## src/rtl/tmds_pkg.sv

```systemverilog
// Shared TMDS constants: mode encodings, control symbols, TERC4 table and small helpers.
// The TERC4 table is only referenced when TMDS_TERC4_EN is defined.
package tmds_pkg;

  typedef enum logic [1:0] {
    MODE_CTRL  = 2'd0,
    MODE_VIDEO = 2'd1,
    MODE_TERC4 = 2'd2,
    MODE_RSVD  = 2'd3
  } tmds_mode_e;

  localparam logic [9:0] CTRL_SYM_00 = 10'h354;
  localparam logic [9:0] CTRL_SYM_01 = 10'h0AB;
  localparam logic [9:0] CTRL_SYM_10 = 10'h154;
  localparam logic [9:0] CTRL_SYM_11 = 10'h2AB;

  // Entry n sits at slice [n]; listed from nibble F down to nibble 0.
  localparam logic [15:0][9:0] TERC4_TAB = {
    10'h2C3, 10'h163, 10'h271, 10'h28E,
    10'h2C6, 10'h19C, 10'h139, 10'h2CC,
    10'h13C, 10'h18E, 10'h11E, 10'h171,
    10'h2E2, 10'h2E4, 10'h263, 10'h29C
  };

  function automatic logic [3:0] popcount8(input logic [7:0] v);
    logic [3:0] n;
    n = 4'd0;
    for (int i = 0; i < 8; i++) begin
      n = n + {3'b000, v[i]};
    end
    return n;
  endfunction

  function automatic logic [9:0] ctrl_sym(input logic [1:0] c);
    logic [9:0] s;
    case (c)
      2'b00:   s = CTRL_SYM_00;
      2'b01:   s = CTRL_SYM_01;
      2'b10:   s = CTRL_SYM_10;
      2'b11:   s = CTRL_SYM_11;
      default: s = CTRL_SYM_00;
    endcase
    return s;
  endfunction

endpackage

```

## src/rtl/tmds_channel_enc.sv

```systemverilog
// One TMDS channel: stage 1 builds q_m, stage 2 applies DC balancing and owns the
// running disparity. TERC4 symbols are produced only when TMDS_TERC4_EN is defined.
module tmds_channel_enc
  import tmds_pkg::*;
(
  input  logic       clk,
  input  logic       rst_n,
  input  logic       in_valid,
  input  logic [1:0] mode,
  input  logic [7:0] data,
  input  logic [1:0] ctrl,
`ifdef TMDS_TERC4_EN
  input  logic [3:0] aux,
`endif
  output logic       out_valid,
  output logic [9:0] q_out
);

  logic [3:0]        n1_d_s;
  logic              use_xnor_s;
  logic [8:0]        qm_s;

  logic              v1_r;
  tmds_mode_e        mode_r;
  logic [1:0]        ctrl_r;
  logic [8:0]        qm_r;
`ifdef TMDS_TERC4_EN
  logic [3:0]        aux_r;
`endif

  logic [3:0]        n1_q_s;
  logic signed [4:0] diff_s;
  logic [9:0]        q_s;
  logic signed [4:0] cnt_nx_s;

  logic              ov_r;
  logic [9:0]        q_r;
  logic signed [4:0] cnt_r;

  // Stage 1 combinational: transition-minimising XOR/XNOR chain.
  always_comb begin
    n1_d_s     = popcount8(data);
    use_xnor_s = (n1_d_s > 4'd4) || ((n1_d_s == 4'd4) && (data[0] == 1'b0));
    qm_s       = 9'd0;
    qm_s[0]    = data[0];
    for (int i = 1; i < 8; i++) begin
      if (use_xnor_s) begin
        qm_s[i] = ~(qm_s[i-1] ^ data[i]);
      end else begin
        qm_s[i] = qm_s[i-1] ^ data[i];
      end
    end
    qm_s[8] = ~use_xnor_s;
  end

  // Stage 1 register: q_m plus the side-band fields it travels with.
  always_ff @(posedge clk or negedge rst_n) begin
    if (!rst_n) begin
      v1_r   <= 1'b0;
      mode_r <= MODE_CTRL;
      ctrl_r <= 2'b00;
      qm_r   <= 9'd0;
`ifdef TMDS_TERC4_EN
      aux_r  <= 4'd0;
`endif
    end else begin
      v1_r   <= in_valid;
      mode_r <= tmds_mode_e'(mode);
      ctrl_r <= ctrl;
      qm_r   <= qm_s;
`ifdef TMDS_TERC4_EN
      aux_r  <= aux;
`endif
    end
  end

  // Stage 2 combinational: symbol selection and next disparity.
  always_comb begin
    n1_q_s   = popcount8(qm_r[7:0]);
    // ones minus zeros of q_m[7:0]; modular 5-bit math is exact in the -8..+8 range
    diff_s   = signed'({n1_q_s, 1'b0}) - 5'sd8;
    q_s      = q_r;
    cnt_nx_s = cnt_r;
    case (mode_r)
      MODE_VIDEO: begin
        if ((cnt_r == 5'sd0) || (n1_q_s == 4'd4)) begin
          q_s = {~qm_r[8], qm_r[8], (qm_r[8] ? qm_r[7:0] : ~qm_r[7:0])};
          if (qm_r[8]) begin
            cnt_nx_s = cnt_r + diff_s;
          end else begin
            cnt_nx_s = cnt_r - diff_s;
          end
        end else if ((!cnt_r[4] && (n1_q_s > 4'd4)) || (cnt_r[4] && (n1_q_s < 4'd4))) begin
          q_s      = {1'b1, qm_r[8], ~qm_r[7:0]};
          cnt_nx_s = cnt_r + signed'({3'b000, qm_r[8], 1'b0}) - diff_s;
        end else begin
          q_s      = {1'b0, qm_r[8], qm_r[7:0]};
          cnt_nx_s = cnt_r - signed'({3'b000, ~qm_r[8], 1'b0}) + diff_s;
        end
      end
`ifdef TMDS_TERC4_EN
      MODE_TERC4: begin
        q_s      = TERC4_TAB[aux_r];
        cnt_nx_s = 5'sd0;
      end
`endif
      default: begin
        q_s      = ctrl_sym(ctrl_r);
        cnt_nx_s = 5'sd0;
      end
    endcase
  end

  // Stage 2 register: output symbol and running disparity, held across bubbles.
  always_ff @(posedge clk or negedge rst_n) begin
    if (!rst_n) begin
      ov_r  <= 1'b0;
      q_r   <= 10'd0;
      cnt_r <= 5'sd0;
    end else if (v1_r) begin
      ov_r  <= 1'b1;
      q_r   <= q_s;
      cnt_r <= cnt_nx_s;
    end else begin
      ov_r  <= 1'b0;
    end
  end

  assign out_valid = ov_r;
  assign q_out     = q_r;

endmodule

```

## src/rtl/tmds_encoder_pipe.sv

```systemverilog
// NUM_CH-wide TMDS encoder with two-register latency. Define TMDS_TERC4_EN to
// enable TERC4 data-island symbols in mode 2; otherwise mode 2 acts as control.
module tmds_encoder_pipe
  import tmds_pkg::*;
#(
  parameter int NUM_CH = 3
) (
  input  logic                  clk,
  input  logic                  rst_n,
  input  logic                  in_valid,
  input  logic [1:0]            mode,
  input  logic [8*NUM_CH-1:0]   data,
  input  logic [2*NUM_CH-1:0]   ctrl,
  input  logic [4*NUM_CH-1:0]   aux,
  output logic                  out_valid,
  output logic [10*NUM_CH-1:0]  q_out
);

  logic [NUM_CH-1:0] ch_valid_s;

  for (genvar c = 0; c < NUM_CH; c++) begin : g_ch
    tmds_channel_enc u_enc (
      .clk       (clk),
      .rst_n     (rst_n),
      .in_valid  (in_valid),
      .mode      (mode),
      .data      (data[8*c +: 8]),
      .ctrl      (ctrl[2*c +: 2]),
`ifdef TMDS_TERC4_EN
      .aux       (aux[4*c +: 4]),
`endif
      .out_valid (ch_valid_s[c]),
      .q_out     (q_out[10*c +: 10])
    );
  end

  // All channels share one valid pipeline, so the per-channel flags are identical.
  assign out_valid = &ch_valid_s;

`ifndef TMDS_TERC4_EN
  logic unused_aux_s;
  assign unused_aux_s = ^aux;
`endif

endmodule

```

## config.mk

```make
export PLATFORM = sky130hd
export DESIGN_NAME = tmds_encoder_pipe
export DESIGN_NICKNAME = d
export VERILOG_FILES = /design/src/rtl/tmds_pkg.sv /design/src/rtl/tmds_channel_enc.sv /design/src/rtl/tmds_encoder_pipe.sv
export SDC_FILE = /design/constraint.sdc
export NUM_CORES = 1
export LEC_CHECK = 0
export ABC_AREA = 1
export ABC_CLOCK_PERIOD_IN_PS = 5000
export CAP_MARGIN = 20
export CORE_ASPECT_RATIO = 1.2
export CORE_MARGIN = 2
export CORE_UTILIZATION = 50
export CTS_CLUSTER_SIZE = 16
export DETAILED_ROUTE_END_ITERATION = 10
export PLACE_DENSITY = 0.73
export SLEW_MARGIN = 25
export SYNTH_ARGS = -nofsm -noshare
export SYNTH_HDL_FRONTEND = slang
export SYNTH_HIERARCHICAL = 1
export SYNTH_SLANG_ARGS = --single-unit
export TNS_END_PERCENT = 100
```

## constraint.sdc

```tcl
create_clock -name clk -period 5 [get_ports clk]
set_input_delay 1 -clock clk [delete_from_list [all_inputs] [get_ports clk]]
set_output_delay 1 -clock clk [all_outputs]
set_load 0.01 [all_outputs]
```

# ---- Word level (Yosys, flattened, before mapping)
# Cells that the tools add are included.
dict set report totals {
  ff_bits 82
  latch_bits 0
  mem_bits_rw 0
  romBits 0
  input_bits 47
  output_inout_bits 31
  elab_cells 233
  n_memories 0
}
dict set report classes {
  addsub 63
  multipliers 0
  div 0
  order_cmp 9
  eq_ne 16
  shifts 0
  n_mux 49
  bitwise 54
  reduce_logical 27
}
# op count
set ops {}
lappend ops {{adder 4 x 1 -> 4 bit} 36}
lappend ops {{case mux 10 bit (4 select lines)} 3}
lappend ops {{2-to-1 mux 10 bit} 9}
lappend ops {{2-to-1 mux 5 bit} 12}
lappend ops {{adder 5 bit} 6}
lappend ops {{inverter 1 bit} 30}
lappend ops {{subtractor 5 bit} 6}
lappend ops {{== test 4 x 3 -> 1 bit, second input constant} 6}
lappend ops {{greater-than comparator 4 x 3 -> 1 bit, second input constant} 6}
lappend ops {{2-to-1 mux 8 bit} 3}
lappend ops {{inverter 8 bit} 3}
lappend ops {{2-to-1 mux 1 bit} 22}
lappend ops {{bitwise XOR 1 bit} 21}
lappend ops {{adder 5 x 3 -> 5 bit} 3}
lappend ops {{logical NOT 5 bit} 3}
lappend ops {{subtractor 5 x 3 -> 5 bit} 3}
lappend ops {{subtractor 5 bit, second input constant} 3}
lappend ops {{adder 1 x 1 -> 2 bit} 6}
lappend ops {{== test 2 bit, second input constant} 6}
lappend ops {{less-than comparator 4 x 3 -> 1 bit, second input constant} 3}
lappend ops {{logical AND 1 bit} 9}
lappend ops {{logical OR 1 bit} 9}
lappend ops {{== test 2 x 1 -> 1 bit, second input constant} 4}
lappend ops {{logical NOT 2 bit} 3}
lappend ops {{logical NOT 1 bit} 3}

# ---- Logic depth before layout (Yosys ltp)
# Gate-level depths: netlist of the first run.
dict set report depth {
  depth_word 29
  ltp_mapped 25
  ltp_nobuf 25
}

# ---- Modules after synthesis
# Netlist of the first run, hierarchy kept.
# module instances cells_each area_per_inst_um2 seq_area_each_um2
set by_module_without_submodules {}
lappend by_module_without_submodules {{tmds_channel_enc at g_ch[2].u_enc} 1 323 2517.4 725.7}
lappend by_module_without_submodules {{tmds_channel_enc at g_ch[1].u_enc} 1 322 2477.4 725.7}
lappend by_module_without_submodules {{tmds_channel_enc at g_ch[0].u_enc} 1 319 2471.1 725.7}
lappend by_module_without_submodules {tmds_encoder_pipe 1 3 13.8 0.0}

# ---- Worst setup path before layout of the first run
# Ideal clock, no wire load.
dict set report synth_timing {
  kind {reg2reg}
  from {reg g_ch[2].u_enc.qm_r[0]}
  to {reg g_ch[2].u_enc.cnt_r[4]}
  setup_time_ns 0.117
  t_arrival_ns 4.013
  required_ns 4.883
  path_slack_ns 0.870
  path_stages_with_launch 22
  path_buffers 0
  synth_period_minus_slack_ns 4.130
  path_cell_list {dfrtp_1 > fa_1 > inv_1 > fa_1 > fa_1 > inv_1 > ha_1 > inv_1 > fa_1 > ha_1 > nor2_1 > xnor2_1 > inv_1 > ha_1 > a21oi_1 > nand2_1 > nand3_1 > nand2_1 > nand2_1 > nand3_1 > nand3_1 > nand2_1}
}
dict set report synth_between {
  elab_chain_cells 13
  elab_cells_between_ends 23
  classes_between {add/sub: 12; order compare: 2; eq/ne: 1; mux: 4; reduce/logical: 4}
}
# element line
set synth_rtl {}
lappend synth_rtl {{start: declaration} tmds_channel_enc.sv:26} ;# logic [8:0] qm_r;
lappend synth_rtl {{start signal: assignment} tmds_channel_enc.sv:70} ;# qm_r <= qm_s;
lappend synth_rtl {{adder 1 x 1 -> 2 bit *} tmds_pkg.sv:29} ;# n = n + {3'b000, v[i]};
lappend synth_rtl {{adder 4 x 1 -> 4 bit * (6 in a row)} tmds_pkg.sv:29}
lappend synth_rtl {{branches (longest 4 deep; another with subtractor 5 bit)} n/a}
lappend synth_rtl {{2-to-1 mux 5 bit *} tmds_channel_enc.sv:86} ;# if ((cnt_r == 5'sd0) || (n1_q_s == 4'd4)) begin
lappend synth_rtl {{2-to-1 mux 5 bit *} tmds_channel_enc.sv:84} ;# case (mode_r)
lappend synth_rtl {{end signal: assignment} tmds_channel_enc.sv:123} ;# cnt_r <= cnt_nx_s;
lappend synth_rtl {{end: declaration} tmds_channel_enc.sv:38} ;# logic signed [4:0] cnt_r;
# Every way passes the cells marked *.
# A chain may end at the register's enable or synchronous reset.

# ---- Worst setup path after layout of the first run
dict set report layout_timing {
  from {reg g_ch[0].u_enc.qm_r[0]}
  to {reg g_ch[0].u_enc.cnt_r[4]}
}
dict set report layout_between {
  elab_chain_cells 13
  elab_cells_between_ends 23
  classes_between {add/sub: 12; order compare: 2; eq/ne: 1; mux: 4; reduce/logical: 4}
}
# element line
set layout_rtl {}
lappend layout_rtl {{start: declaration} tmds_channel_enc.sv:26}
lappend layout_rtl {{start signal: assignment} tmds_channel_enc.sv:70}
lappend layout_rtl {{adder 1 x 1 -> 2 bit *} tmds_pkg.sv:29}
lappend layout_rtl {{adder 4 x 1 -> 4 bit * (6 in a row)} tmds_pkg.sv:29}
lappend layout_rtl {{branches (longest 4 deep; another with subtractor 5 bit)} n/a}
lappend layout_rtl {{2-to-1 mux 5 bit *} tmds_channel_enc.sv:86}
lappend layout_rtl {{2-to-1 mux 5 bit *} tmds_channel_enc.sv:84}
lappend layout_rtl {{end signal: assignment} tmds_channel_enc.sv:123}
lappend layout_rtl {{end: declaration} tmds_channel_enc.sv:38}
# Marked as above.

==> results_dict.tcl, run 1 <==
set metrics [dict create \
    status "completed" \
    wirelength_um 15000 \
    grt_pass1_wl_um 26300 \
    hold_violations 0 \
    synth_fp_nets 1128 \
    grt_util_met2_pct 37.4 \
    row_count 48 \
    worstReg2RegStart "g_ch[0].u_enc/qm_r[0]" \
    post-dp-hpwl_um 11900 \
    dr.pass1.iters 5 \
    die_h_um 138 \
    fin_tns_setup_ns 0 \
    grt_util_met3_pct 2.75 \
    ctsHoldBuffers 0 \
    hold_start "g_ch[1].u_enc/q_out[9]" \
    drt-initial-drc-count 263 \
    nFillCells 1355 \
    r2r_cells 25 \
    cts_made_buffers 9 \
    fmax_mhz 223 \
    tritoncts "done" \
    synth-seq-cells 87 \
    relSlewSlack_pct 34.7 \
    cp-end-kind "flip-flop" \
    routed_via_density 4.85 \
    grt_max_degree 61 \
    clock_latency_ns 0.34 \
    die_w_um 116 \
    cap_violations 0 \
    max_stage_delay_ns 0.55 \
    netlist_area_mm2 0.00748 \
    cts-root-buf "clkbuf_16" \
    fin_worst_skew_ns 0.00874 \
    cp-start-kind "flip-flop" \
    post-cts-setup-buffers 0 \
    clock-sinks 87 \
    period_minus_slack_ns 4.48 \
    rrSetupSlack_ns 0.52 \
    cts_buffer_depth 2 \
    worstPathArrival_ns 4.71 \
    drv_slew 0 \
    fin_area_mm2 0.00861 \
    holdPathEnd "g_ch[1].u_enc/q_out[9]" \
    async_reset_ff_share_pct 100 \
    io_pins 78 \
    dpl_cell_area_mm2 0.00827 \
    crit_path_max_fanout 3 \
    cts_resized 0 \
    worst_slew_pin_slew_ns 0.975 \
    synthTopCellsByArea "dfrtp_1, ha_1, inv_1" \
    antennaDiodeCount 0 \
    worstSetupPathType "flip-flop to flip-flop" \
    core_mm2 0.0145 \
    grtUsageTotal_pct 20.5 \
    yosysSeqAreaShare_pct 29.1 \
    yosysTopAreaCell "dfrtp_1" \
    floorplan.initialDensity_pct 51.5 \
    critPathTopFamily "adder cells" \
    port-buffer-count 65 \
    area_delta_synth_final_pct 15.1 \
    rsz0062_at_grt "no" \
    critPathBufInv 7 \
    synth_enable_flop_cells 0 \
    yosys_warnings 6 \
    post-route-drc-count 0 \
    antenna_found_initial 0 \
    finalSetupViolCount 0 \
    busiest_layer "met2" \
    postRouteAntennaNets 0 \
    synthCells 967 \
    use_met1_pct 25.0 \
    clkSlewWorstSetupHoldPaths_ns 0.07 \
    hold_class "flip-flop to flip-flop" \
    crit_path_frequent_cell "nand2_1" \
    gp_congestion 0.879 \
    timing.final.crit_share_pct 89.7 \
    synth_top_area_share_pct 29.1 \
    critPathRequiredTime_ns 5.23 \
    overflow 0 \
    r2r-end "g_ch[0].u_enc/cnt_r[4]" \
    final_nets 1188 \
    min_path_cells 1 \
    drive_gt1_share_pct 5.04 \
    grt_pass1_vias 5982 \
    yosysUniqueCellTypes 33 \
    vias 5974 \
    syn_avg_cell_area_um2 7.73 \
    post_drt_wl_per_cell_um 12.1 \
    fp.dieArea_mm2 0.0160 \
    htreeDepth 3 \
    worst_path_max_delay_cell "fa_1" \
    synth_flop_cell "dfrtp_1" \
]
[kinds of logic after synthesis]
family          after synthesis  synth area share (%)
compound gates              106                  8.53
xor+xnor                     41                  4.80
fa+ha+maj                   114                  23.0
buf+inv                     237                  12.6
flops                        87                  29.1
simple gates                382                  21.9
[flip-flops by register name, summed over array words and instances (netlist names)]
register / flops
g_ch.u_enc/q_out: 30
g_ch.u_enc/v1_r: 3
g_ch.u_enc/out_valid: 3
g_ch.u_enc/mode_r: 6
g_ch.u_enc/ctrl_r: 6
g_ch.u_enc/qm_r: 27
g_ch.u_enc/cnt_r: 12
[per-stage QoR]
step / setup WS (ns) / utilization, % / hold slack, ns / std cells
global placement: 0.325 / 56.9 / 0.486 / 1216
global route: 0.208 / 59.2 / 0.514 / 1232
CTS: 0.507 / 59.2 / 0.503 / 1232
floorplan: 0.870 / - / 0.352 / 967
finish: 0.517 / 59.2 / 0.499 / 1232
detailed placement: 0.276 / 56.9 / 0.487 / 1216
[metal layers]
layer / share of wire, % / vias to the layer above
li1: - / 3096
met1: 43 / 2777
met2: 52 / 83
met3: 2.7 / 18
met4: 1.9 / 0
met5: 0 / -
[cell usage after synthesis, drive strengths merged, types with 2 or more instances]
library cell and instances:
inv 219, nand3b 5, dfrtp 87, nand2 213, fa 39, nand3 76
xnor2 23, o22a 2, o21ai 43, o211ai 24, o31ai 3, ha 75
o21a 2, buf 13, clkbuf 5, xor2 18, a21oi 31, nor2 86
[cell type report]
type / count / area (um2) / share of cell area, %
multi-input combinational: 643 / 4360 / 50.6
timing repair buffer: 67 / 663 / 7.71
tap: 200 / 250 / 2.91
clock inverter: 7 / 111 / 1.29
sequential: 87 / 2180 / 25.3
inverter: 219 / 822 / 9.55
clock buffer: 9 / 225 / 2.62
[worst max path at each step]
stage	cells after the start	end	start
floorplan	21	g_ch[2].u_enc/cnt_r[4]	g_ch[2].u_enc/qm_r[0]
CTS	25	g_ch[0].u_enc/cnt_r[4]	g_ch[0].u_enc/qm_r[0]
finish	25	g_ch[0].u_enc/cnt_r[4]	g_ch[0].u_enc/qm_r[0]
detailed placement	18	g_ch[0].u_enc/qm_r[7]	data[0]
global placement	19	g_ch[1].u_enc/qm_r[6]	data[8]
global route	25	g_ch[1].u_enc/cnt_r[4]	g_ch[1].u_enc/qm_r[0]
[layout by cell type (no fill, tap or decap), drive strengths merged]
cell type	instances
inv	222
nand2	213
dfrtp	87
nor2	86
nand3	76
ha	75
clkdlybuf4s50	64
o21ai	43
fa	39
a21oi	31
o211ai	24
xnor2	23
xor2	18
clkbuf	9
nand3b	5
o31ai	3
buf	3
bufinv	2
o22a	2
o21a	2
clkinv	2
nand4	1
or2	1
o22ai	1
Power of run 1 is left out: the tool's default activity adds up to more than one toggle a clock period on the data nets, which glitch-free logic cannot reach.
==> run 2, diff against run 1 <==
CORE_ASPECT_RATIO = 0.6   (was 1.2)
==> run 2 against run 1 <==
  * Clock skew fell by 0.0030 ns
  * Register-to-register slack got worse by 0.06 ns
  * Sequential share of layout area barely moved
  * Global-route usage rose by 1.6 points
  * Via count rose by 2.6%
  * Worst setup slack got worse by 0.057 ns
  * Final cell count barely moved
  * Critical path depth fell by 6
  * Sequential cell count did not move
  * Critical path type unchanged
==> results_dict.tcl, run 2 (synthesized netlist as in run 1, its figures left out) <==
set metrics [dict create \
    fin_worst_skew_ns 0.00574 \
    cp-end-kind "flip-flop" \
    floorplan.initialDensity_pct 51.4 \
    finalSetupViolCount 0 \
    area_delta_synth_final_pct 14.9 \
    period_minus_slack_ns 4.54 \
    htreeDepth 3 \
    worstReg2RegStart "g_ch[2].u_enc/qm_r[0]" \
    critPathRequiredTime_ns 5.19 \
    critPathTopFamily "adder cells" \
    postRouteAntennaNets 0 \
    fin_tns_setup_ns 0 \
    grt_max_degree 59 \
    core_mm2 0.0145 \
    clock_latency_ns 0.34 \
    die_h_um 98.7 \
    antennaDiodeCount 0 \
    status "completed" \
    relSlewSlack_pct 47.3 \
    worst_slew_pin_slew_ns 0.787 \
    row_count 34 \
    port-buffer-count 65 \
    crit_start "g_ch[2].u_enc/qm_r[0]" \
    antenna_found_initial 0 \
    wirelength_um 16300 \
    hold_class "flip-flop to flip-flop" \
    vias 6129 \
    die_w_um 162 \
    routed_via_density 4.98 \
    critPathCapture "g_ch[2].u_enc/cnt_r[3]" \
    fp.dieArea_mm2 0.0160 \
    grtUsageTotal_pct 22.1 \
    rsz0062_at_grt "no" \
    largest_register_ff_count 30 \
    post-cts-setup-buffers 0 \
    ctsHoldBuffers 0 \
    cts_resized 0 \
    max_stage_delay_ns 0.55 \
    crit_path_max_fanout 12 \
    crit_cells 19 \
    gp_congestion 0.902 \
    cp-start-kind "flip-flop" \
    post_drt_wl_per_cell_um 13.3 \
    worstPathCellList "fa_1, inv_1, fa_1, fa_1, inv_1, ha_1, inv_1, fa_1, inv_1, nand2_1, nand2_1, inv_1, ha_1, nand2_1, nand2_2, inv_1, o21ai_1, a21oi_1, o22ai_1" \
    drv_slew 0 \
    post-dp-hpwl_um 13000 \
    worstPathArrival_ns 4.73 \
    r2r-end "g_ch[2].u_enc/cnt_r[3]" \
    worstSetupPathType "flip-flop to flip-flop" \
    layout_commonest_cell "inv_1" \
    critPathBufInv 6 \
    final_nets 1189 \
    dr.pass1.iters 5 \
    fmax_mhz 220 \
    grt_pass1_wl_um 28300 \
    rrSetupSlack_ns 0.46 \
    worst_path_max_delay_cell "fa_1" \
    final_cell_mix "inv_1, nand2_1, dfrtp_1" \
    clkSlewWorstSetupHoldPaths_ns 0.07 \
    io_pins 78 \
    drive_gt1_share_pct 5.13 \
    cts_made_buffers 9 \
    r2r_cells 19 \
    placedCellCount 1215 \
    post-route-drc-count 0 \
    cts_buffer_depth 2 \
    hold_violations 0 \
    clock-sinks 87 \
    cap_violations 0 \
    tritoncts "done" \
    crit_path_frequent_cell "inv_1" \
    holdWs_ns 0.513 \
    overflow 0 \
    drt-initial-drc-count 417 \
    grt_pass1_vias 5847 \
    timing.final.crit_share_pct 90.8 \
    cts-root-buf "clkbuf_16" \
    stdcell_count 1231 \
]
## run 2: changes by cell type in the layout (fill, tap and decap cells not counted), sizes merged
cell and delta:
inv -3, clkinvlp +2, buf +1, clkbuf +1
## run 2: worst min path at each step
| stage | startpoint | to | slack [ns] | depth (start not counted) |
|---|---|---|---|---|
| finish | g_ch[1].u_enc/q_out[9] | g_ch[1].u_enc/q_out[9] | 0.51 | 1 |
| global route | g_ch[1].u_enc/q_out[9] | g_ch[1].u_enc/q_out[9] | 0.54 | 1 |
| CTS | g_ch[1].u_enc/q_out[9] | g_ch[1].u_enc/q_out[9] | 0.52 | 1 |
| detailed placement | g_ch[1].u_enc/q_out[9] | g_ch[1].u_enc/q_out[9] | 0.51 | 1 |
| global placement | g_ch[1].u_enc/q_out[1] | g_ch[1].u_enc/q_out[1] | 0.50 | 2 |
| floorplan | g_ch[0].u_enc/v1_r | g_ch[0].u_enc/out_valid | 0.35 | 0 |
## run 2: layout make-up
type | instances | area, um2
clock buffer | 10 | 229
clock inverter | 6 | 85.1
fill | 1339 | 5960
inverter | 219 | 822
multi-input combinational | 643 | 4360
sequential | 87 | 2180
tap | 198 | 248
timing repair buffer | 68 | 671
## run 2: routing by layer
layer | up-vias | part of all wire (%) | GRT usage (%)
met1 | 2883 | 52 | 34.0
li1 | 3092 | - | -
met5 | - | 0 | 0
met2 | 144 | 40 | 32.1
met4 | 0 | 0.67 | 3.74
met3 | 10 | 6.7 | 5.26
## run 2: through the flow
| step | area, um2 | util (%) | worst slack [ns] |
|---|---|---|---|
| after CTS | 8590 | 59.0 | 0.484 |
| after global placement | 8270 | 56.9 | 0.204 |
| after detailed placement | 8270 | 56.9 | 0.143 |
| after floorplan | 7480 | - | 0.870 |
| after global routing | 8590 | 59.0 | 0.172 |
| final | 8590 | 59.0 | 0.460 |
Power of run 2 is left out for the same reason.
==> run 3, diff against run 2 <==
CORE_MARGIN = 1   (was 2)
==> run 3 against run 2 <==
  * Maximum frequency is 0.30% higher
  * Count of clock-buffer cells in the layout stayed put
  * Final cell count is 0.16% lower
  * Worst setup slack better by 0.014 ns
  * Via count is 1.7% lower
  * Largest cell class unchanged
==> results_dict.tcl, run 3 (synthesized netlist as in run 1, its figures left out) <==
set metrics [dict create \
    gp_congestion 0.878 \
    post-route-drc-count 0 \
    hold_violations 0 \
    layout_commonest_cell "inv_1" \
    period_minus_slack_ns 4.53 \
    timing.final.crit_share_pct 90.5 \
    placedCellCount 1213 \
    crit_path_max_fanout 3 \
    io_pins 78 \
    port-buffer-count 65 \
    cap_violations 0 \
    core_mm2 0.0145 \
    rrSetupSlack_ns 0.47 \
    worstPathArrival_ns 4.76 \
    holdPathEnd "g_ch[1].u_enc/q_out[9]" \
    pre_cts_slack_ns 0.121 \
    floorplan.initialDensity_pct 51.4 \
    fin_ws_ns 0.474 \
    rsz0062_at_grt "no" \
    die_h_um 96.7 \
    antennaDiodeCount 0 \
    overflow 0 \
    row_count 34 \
    grt_pass1_wl_um 28000 \
    worst_slew_pin_slew_ns 1.01 \
    grt_pass1_vias 5912 \
    hold_class "flip-flop to flip-flop" \
    drv_slew 0 \
    clock-sinks 87 \
    clkSlewWorstSetupHoldPaths_ns 0.07 \
    clock_latency_ns 0.34 \
    antenna_found_initial 0 \
    drive_gt1_share_pct 4.95 \
    critPathRequiredTime_ns 5.23 \
    dr.pass1.iters 5 \
    final_cell_mix "inv_1, nand2_1, dfrtp_1" \
    r2r_cells 25 \
    status "completed" \
    post-dp-hpwl_um 12600 \
    post_drt_wl_per_cell_um 13.0 \
    post-cts-setup-buffers 0 \
    multi_input_area_mm2 0.00436 \
    cts_made_buffers 9 \
    nFillCells 1343 \
    min_path_cells 1 \
    register_area_mm2 0.00218 \
    routed_via_density 4.90 \
    final_nets 1187 \
    fmax_mhz 221 \
    worstReg2RegStart "g_ch[1].u_enc/qm_r[0]" \
    wirelength_um 15900 \
    grtUsageTotal_pct 22.5 \
    largest_register_ff_count 30 \
    cts_resized 0 \
    ctsHoldBuffers 0 \
    grt_max_degree 49 \
    dpl_cell_area_mm2 0.00826 \
    area_delta_synth_final_pct 14.5 \
    cp-start-kind "flip-flop" \
    htreeDepth 3 \
    worstSetupPathType "flip-flop to flip-flop" \
    cts_buffer_depth 2 \
    r2r-end "g_ch[1].u_enc/cnt_r[4]" \
    vias 6023 \
    relSlewSlack_pct 32.2 \
    stdcell_count 1229 \
    drt-initial-drc-count 329 \
    finalSetupViolCount 0 \
    die_w_um 160 \
    fp.dieArea_mm2 0.0155 \
    hold_start "g_ch[1].u_enc/q_out[9]" \
    tritoncts "done" \
    fin_tns_setup_ns 0 \
    cts-root-buf "clkbuf_16" \
    fin_area_mm2 0.00857 \
    cp-end-kind "flip-flop" \
    postRouteAntennaNets 0 \
    fin_worst_skew_ns 0.00834 \
]
## run 3: cell types whose count changed in the layout (fill, tap and decap cells not counted)
cell	before	now
clkbuf_1	1	0
nor2_2	2	1
inv_6	0	2
buf_4	4	2
clkinv_2	2	1
nor2_1	84	85
clkbuf_8	0	1
bufinv_16	2	1
## run 3: how the worst max path moves through the flow
stage / slack [ns] / endpoint / from
after floorplan: 0.87 / g_ch[2].u_enc/cnt_r[4] / g_ch[2].u_enc/qm_r[0]
after global placement: 0.17 / g_ch[1].u_enc/qm_r[7] / data[8]
after detailed placement: 0.12 / g_ch[1].u_enc/qm_r[7] / data[8]
after CTS: 0.47 / g_ch[1].u_enc/cnt_r[4] / g_ch[1].u_enc/qm_r[0]
after global routing: 0.10 / g_ch[1].u_enc/cnt_r[4] / g_ch[1].u_enc/qm_r[0]
final: 0.47 / g_ch[1].u_enc/cnt_r[4] / g_ch[1].u_enc/qm_r[0]
## run 3: routing by layer
metal	share of wire, %	track usage (%)	wire length (um)	up-vias
met3	6.6	5.83	1060	7
met4	0.47	3.15	75	0
met2	41	33.8	6530	143
li1	-	-	-	3086
met1	52	33.4	8280	2787
met5	0	0	0	-
## run 3: worst max-delay path: stages (launching register included)
cell and delay (ns):
dfrtp_1 0.42, fa_1 0.54, inv_1 0.06, fa_1 0.49, fa_1 0.41, inv_1 0.07, ha_1 0.17, inv_1 0.06
fa_1 0.38, inv_1 0.06, nand2_1 0.06, nand2_1 0.11, inv_1 0.09, ha_1 0.28, inv_1 0.06, ha_1 0.34
nand2_1 0.09, nor2_1 0.05, nor2_1 0.23, inv_1 0.08, nand2_1 0.07, nand3_1 0.06, nand2_1 0.06, nand2_1 0.04
nand3_1 0.07, nand2_1 0.05
## run 3: stage by stage
stage | util [%] | hold WS, ns
4_1_cts | 58.9 | 0.519
3_5_place_dp | 56.8 | 0.503
2_1_floorplan | - | 0.352
6_report | 58.9 | 0.523
3_3_place_gp | 56.8 | 0.500
5_1_grt | 58.9 | 0.532
## run 3: layout make-up
class | count | share of cell area [%]
Clock inverter | 6 | 0.789
Clock buffer | 10 | 2.79
Timing Repair Buffer | 66 | 7.65
Sequential cell | 87 | 25.4
Inverter | 219 | 9.60
Multi-Input combinational cell | 643 | 50.9
Tap cell | 198 | 2.89
Power of run 3 is left out for the same reason.
